File: src/rtl/d7s_pkg.sv
// Shared constants for the three-digit seven-segment display controller.
// Segment codes are active-low, bit6..0 = g,f,e,d,c,b,a.
package d7s_pkg;

  localparam int DATA_W = 8;
  localparam int BCD_W  = 12;
  localparam int CNT_W  = 3;

  typedef logic [6:0] seg_t;

  localparam logic [1:0] ST_IDLE   = 2'd0;
  localparam logic [1:0] ST_SHIFT  = 2'd1;
  localparam logic [1:0] ST_COMMIT = 2'd2;

  localparam seg_t SEG_BLANK = 7'b1111111;
  localparam seg_t SEG_0     = 7'b1000000;
  localparam seg_t SEG_1     = 7'b1111001;
  localparam seg_t SEG_2     = 7'b0100100;
  localparam seg_t SEG_3     = 7'b0110000;
  localparam seg_t SEG_4     = 7'b0011001;
  localparam seg_t SEG_5     = 7'b0010010;
  localparam seg_t SEG_6     = 7'b0000010;
  localparam seg_t SEG_7     = 7'b1111000;
  localparam seg_t SEG_8     = 7'b0000000;
  localparam seg_t SEG_9     = 7'b0010000;

  // Double-dabble correction applied to a nibble before each left shift.
  function automatic logic [3:0] add3(input logic [3:0] nib);
    return (nib >= 4'd5) ? nib + 4'd3 : nib;
  endfunction

endpackage

File: src/rtl/seg7_encode.sv
// Combinational BCD digit to active-low seven-segment code, with a blank override.
module seg7_encode
  import d7s_pkg::*;
(
  input  logic [3:0] digit,
  input  logic       blank,
  output seg_t       code
);

  always_comb begin
    code = SEG_BLANK;
    if (!blank) begin
      case (digit)
        4'd0:    code = SEG_0;
        4'd1:    code = SEG_1;
        4'd2:    code = SEG_2;
        4'd3:    code = SEG_3;
        4'd4:    code = SEG_4;
        4'd5:    code = SEG_5;
        4'd6:    code = SEG_6;
        4'd7:    code = SEG_7;
        4'd8:    code = SEG_8;
        4'd9:    code = SEG_9;
        default: code = SEG_BLANK;
      endcase
    end
  end

endmodule

File: src/rtl/d7s_ctrl.sv
// Display controller: captures an 8-bit value, converts it to BCD one bit per
// cycle, commits three digit registers and scans them onto a shared segment bus.
module d7s_ctrl
  import d7s_pkg::*;
#(
  parameter int SCAN_DIV = 50000,
  parameter bit BLANK_LZ = 1'b1
) (
  input  logic              clk,
  input  logic              rst_n,
  input  logic              wr_en,
  input  logic [DATA_W-1:0] wr_data,
  output logic              busy,
  output logic              done,
  output logic [6:0]        Y0,
  output logic [6:0]        Y1,
  output logic [6:0]        Y2,
  output logic [6:0]        seg,
  output logic [2:0]        an
);

  localparam int SCAN_W = (SCAN_DIV > 2) ? $clog2(SCAN_DIV) : 1;
  localparam logic [SCAN_W-1:0] SCAN_LAST = SCAN_W'(SCAN_DIV - 1);

  logic [1:0]              state_q;
  logic [DATA_W-1:0]       shift_q;
  logic [BCD_W-1:0]        bcd_q;
  logic [CNT_W-1:0]        bitcnt_q;
  logic                    pend_q;
  logic [DATA_W-1:0]       pend_data_q;
  logic [BCD_W-1:0]        bcd_adj;
  logic [BCD_W+DATA_W-1:0] pair;
  logic                    hund_blank;
  logic                    tens_blank;
  seg_t                    enc0, enc1, enc2;
  logic [SCAN_W-1:0]       scan_cnt_q;
  logic [1:0]              scan_idx_q;

  always_comb begin
    bcd_adj    = {add3(bcd_q[11:8]), add3(bcd_q[7:4]), add3(bcd_q[3:0])};
    pair       = {bcd_adj, shift_q};
    hund_blank = BLANK_LZ && (bcd_q[11:8] == 4'd0);
    tens_blank = hund_blank && (bcd_q[7:4] == 4'd0);
  end

  seg7_encode u_enc0 (.digit(bcd_q[3:0]),  .blank(1'b0),       .code(enc0));
  seg7_encode u_enc1 (.digit(bcd_q[7:4]),  .blank(tens_blank), .code(enc1));
  seg7_encode u_enc2 (.digit(bcd_q[11:8]), .blank(hund_blank), .code(enc2));

  assign busy = (state_q != ST_IDLE);

  // A write landing on the COMMIT cycle with nothing pending is parked and
  // picked up from IDLE on the following cycle, so it is never lost.
  always_ff @(posedge clk or negedge rst_n) begin
    if (!rst_n) begin
      state_q     <= ST_IDLE;
      shift_q     <= '0;
      bcd_q       <= '0;
      bitcnt_q    <= '0;
      pend_q      <= 1'b0;
      pend_data_q <= '0;
      done        <= 1'b0;
      Y0          <= SEG_0;
      Y1          <= BLANK_LZ ? SEG_BLANK : SEG_0;
      Y2          <= BLANK_LZ ? SEG_BLANK : SEG_0;
    end else begin
      done <= 1'b0;
      case (state_q)
        ST_IDLE: begin
          if (wr_en || pend_q) begin
            shift_q  <= wr_en ? wr_data : pend_data_q;
            bcd_q    <= '0;
            bitcnt_q <= '0;
            pend_q   <= 1'b0;
            state_q  <= ST_SHIFT;
          end
        end
        ST_SHIFT: begin
          {bcd_q, shift_q} <= pair << 1;
          bitcnt_q         <= bitcnt_q + 3'd1;
          if (bitcnt_q == 3'd7) state_q <= ST_COMMIT;
          if (wr_en) begin
            pend_q      <= 1'b1;
            pend_data_q <= wr_data;
          end
        end
        ST_COMMIT: begin
          Y0   <= enc0;
          Y1   <= enc1;
          Y2   <= enc2;
          done <= 1'b1;
          if (pend_q) begin
            shift_q  <= pend_data_q;
            bcd_q    <= '0;
            bitcnt_q <= '0;
            pend_q   <= wr_en;
            state_q  <= ST_SHIFT;
          end else begin
            pend_q  <= wr_en;
            state_q <= ST_IDLE;
          end
          if (wr_en) pend_data_q <= wr_data;
        end
        default: state_q <= ST_IDLE;
      endcase
    end
  end

  always_ff @(posedge clk or negedge rst_n) begin
    if (!rst_n) begin
      scan_cnt_q <= '0;
      scan_idx_q <= 2'd0;
    end else if (scan_cnt_q == SCAN_LAST) begin
      scan_cnt_q <= '0;
      scan_idx_q <= (scan_idx_q == 2'd2) ? 2'd0 : scan_idx_q + 2'd1;
    end else begin
      scan_cnt_q <= scan_cnt_q + 1'b1;
    end
  end

  always_comb begin
    seg = Y0;
    an  = 3'b110;
    case (scan_idx_q)
      2'd1: begin seg = Y1; an = 3'b101; end
      2'd2: begin seg = Y2; an = 3'b011; end
      default: begin seg = Y0; an = 3'b110; end
    endcase
  end

endmodule

File: config.mk
export PLATFORM = sky130hd
export DESIGN_NAME = d7s_ctrl
export DESIGN_NICKNAME = d
export VERILOG_FILES = /design/src/rtl/d7s_pkg.sv /design/src/rtl/seg7_encode.sv /design/src/rtl/d7s_ctrl.sv
export SDC_FILE = /design/constraint.sdc
export NUM_CORES = 1
export LEC_CHECK = 0
export CORE_ASPECT_RATIO = 0.5
export CORE_UTILIZATION = 30
export CTS_CLUSTER_DIAMETER = 30
export DETAILED_ROUTE_END_ITERATION = 10
export GPL_TIMING_DRIVEN = 0
export PLACE_DENSITY = 0.6
export SLEW_MARGIN = 20
export SYNTH_ARGS = -nofsm -noshare
export SYNTH_HDL_FRONTEND = slang
export SYNTH_HIERARCHICAL = 1
export SYNTH_SLANG_ARGS = --single-unit
File: constraint.sdc
create_clock -name clk -period 2.1 [get_ports clk]
set_clock_uncertainty 0.1 [all_clocks]
set_input_delay 0.42 -clock clk [delete_from_list [all_inputs] [get_ports clk]]
set_output_delay 0.42 -clock clk [all_outputs]
set_load 0.005 [all_outputs]
==> reports/qor.json <==
{
  "drt_drc_violations_left": 0,
  "port-buffer-count": 42,
  "power_frac_comb": 0.361,
  "antenna_found_initial": 0,
  "critical_path.n_buffers_inverters": 3,
  "finalSetupViolations": 0,
  "yosys_warnings": 6,
  "share_seq_of_total_power": 0.374,
  "grt_max_degree": 49,
  "nFillCells": 1451,
  "min_period_ns": 2.03,
  "floorplan.die_area_um2": 15700,
  "timing.final.crit_share": 0.966,
  "maximum_clock_rate_mhz": 493,
  "worstSetupPathType": "flop to output port",
  "result_of_the_run": "completed",
  "dieWidth_um": 176,
  "synth.avg_cell_area_um2": 10.0,
  "firstDrtPassIters": 5,
  "first_global_vias": 3331,
  "top_ff_cell_synth": "dfrtp_1",
  "gp_congestion": 0.832,
  "globalRouteTotalUtil": 0.140,
  "start_util": 0.311,
  "crit_family": "flip-flops",
  "timing.critical_path.fanout_max": 4,
  "areaGrowthSynthToFinish_pct": 26.2,
  "worstPathCellList": "inv_2 > ha_4 > buf_4 > nor2_1 > a21oi_1 > buf_2",
  "met1Wirelength_um": 5050,
  "detailedPlacementHpwl_um": 7280,
  "clock_sinks": 74,
  "power.clock.fraction": 0.265,
  "rows": 31,
  "tritoncts": "yes",
  "clockBufferDepth": 2,
  "setup.worst_path.end_class": "output port",
  "pwr_density_cell_nw_per_um2": 1090,
  "mostFrequentLayoutCells": "dfrtp_1, mux2_2, nor2_1",
  "startpoint_type": "flop",
  "final_hold_fails": 0,
  "count_of_mapped_cells_out_of_synthesis": 456,
  "min-delay-path-class": "flop to flop",
  "gr-total-overflow": 0,
  "fin_hold_ws_ns": 0.379,
  "ctsHtreeMaxLevel": 3,
  "ant_nets": 0,
  "cp_slowest_cell": "dfrtp_1",
  "postRouteWirelength_um": 10300,
  "syn-cell-area_um2": 4570,
  "p_int_w": 0.00417,
  "grt_setup_unrepaired": "true",
  "static-leakage-power_nw": 2.41,
  "yosys.cell_types.count": 50,
  "worst-slew-pin-transition_ns": 0.767,
  "core_um2": 14700,
  "clock_latency_ns": 0.34,
  "max_stage_delay_ns": 0.41,
  "routed_wire_length_per_instance_um": 14.3,
  "synth-edff-count": 0,
  "irDropWorstVdd_uv": 456,
  "timing.max_cap.violations": 0,
  "detailroute.via_count": 3503,
  "drive_above_1_share": 0.259,
  "power.switching_fraction": 0.337,
  "clk_root_buffer_cell": "clkbuf_16",
  "topRoutingLayerUsed": "met4",
  "grt_first_pass_wirelength_um": 17100,
  "clk_pin_slew_worst_paths_ns": 0.06,
  "cp_data_arrival_time_ns": 1.51,
  "n_antenna_cell": 0,
  "number_of_buffers_created_by_cts": 9,
  "slew_viol_final": 0,
  "synth-async-reset-ratio": 1.00,
  "maxSlewHeadroom": 0.485,
  "route.met2.wl_um": 4790,
  "critPathRequiredTime_ns": 1.58,
  "top_level_ports": 44,
  "dp_cells": 702,
  "initial_drc_count": 193,
  "sequential_area_share_after_synthesis": 0.410,
  "ys_seq_elements": 74,
  "instances_no_fill": 724,
  "fin_nets": 566,
  "wl_met3_um": 351,
  "avgViaCountPerCell": 4.84,
  "die_h_um": 89.2,
  "net-switching-power_w": 0.00212,
  "final_common_cell": "dfrtp_1"
}
==> power by group through the flow <==
stage / logic [W] / registers, W / clock network, W
2_1_floorplan: 0.00144 / 0.00222 / 0
3_3_place_gp: 0.00217 / 0.00235 / 0
3_5_place_dp: 0.00222 / 0.00237 / 0
4_1_cts: 0.00226 / 0.00235 / 0.00170
5_1_grt: 0.00254 / 0.00242 / 0.00176
6_report: 0.00227 / 0.00235 / 0.00166
==> metal layers <==
metal,global-route usage,up-vias
met1,0.187,1713
met5,0,-
met3,0.0357,11
met2,0.223,51
met4,0.0447,0
li1,-,1728
==> cells in the mapped netlist, types with 7 or more instances <==
master / n / area share
dfrtp_1: 59 / 0.32
nor2_1: 39 / 0.032
mux2_2: 38 / 0.094
ha_1: 34 / 0.093
a21oi_1: 33 / 0.036
inv_1: 30 / 0.025
o21ai_0: 27 / 0.030
nand2_1: 17 / 0.014
dfstp_2: 15 / 0.086
a22oi_1: 13 / 0.021
nand3_1: 12 / 0.013
xnor2_1: 11 / 0.021
clkbuf_1: 10 / 0.0082
nand2b_1: 10 / 0.014
o21ai_1: 9 / 0.0099
nor2b_1: 8 / 0.011
buf_6: 7 / 0.017
==> state kept, by name, summed over array words and instances, names as in the netlist <==
signal,flops
scan_idx_q,2
Y0,7
done,1
Y2,7
Y1,7
pend_q,1
pend_data_q,8
state_q,2
scan_cnt_q,16
bitcnt_q,3
shift_q,8
bcd_q,12
==> timing repair <==
| item | CTS | global route |
|---|---|---|
| buffers inserted | 8 | 0 |
| pin swaps | 5 | 1 |
| gates resized for setup | 55 | 11 |
| endpoints found under the setup margin | 35 | 30 |
| hold buffers | 1 | 0 |
| endpoints found under the hold margin | 17 | 0 |
==> through the flow <==
step	power, W	TNS (ns)	util	setup slack [ns]	cell area [um2]
3_5_place_dp	0.00459	-4.16	0.360	-0.352	5280
3_3_place_gp	0.00452	-153.55	0.359	-2.22	5260
4_1_cts	0.00631	0	0.391	0.0107	5730
5_1_grt	0.00672	-0.00500	0.393	-0.00500	5760
2_1_floorplan	0.00367	0	-	0.145	4590
6_report	0.00629	0	0.393	0.0721	5760
==> area by class of cell <==
| cell class | count | area, um2 | share of cell area |
|---|---|---|---|
| timing repair buffer | 52 | 483 | 0.0838 |
| tap | 198 | 248 | 0.0430 |
| clock inverter | 7 | 93.8 | 0.0163 |
| buffer | 20 | 149 | 0.0258 |
| inverter | 30 | 113 | 0.0195 |
| multi-input combinational | 334 | 2580 | 0.447 |
| clock buffer | 9 | 225 | 0.0391 |
| sequential | 74 | 1870 | 0.325 |
==> final timing paths <==
path                               startpoint              to  slack [ns]  depth (start not counted)
worst min register to register  scan_cnt_q[0]   scan_cnt_q[0]        0.38                          1
worst max-delay path            scan_idx_q[0]          seg[3]        0.07                          6
worst max register to register     state_q[1]        bcd_q[8]        0.12                          8
min in group asynchronous               rst_n  scan_cnt_q[13]        0.44                          2
max in group asynchronous               rst_n           Y2[6]        0.83                          3
worst min-delay path            scan_cnt_q[0]   scan_cnt_q[0]        0.38                          1
==> cell families after synthesis <==
group                    count (synthesis)  synth area share
AO/OA/AOI/OAI                          117             0.163
AND/OR/NAND/NOR                        116             0.137
flip-flops                              74             0.410
buffers and inverters                   53            0.0570
multiplexers                            44             0.107
adder cells (fa/ha/maj)                 34            0.0932
XOR/XNOR                                17            0.0326
other                                    1          0.000821
No activity file was read; power rests on OpenSTA's default activity.
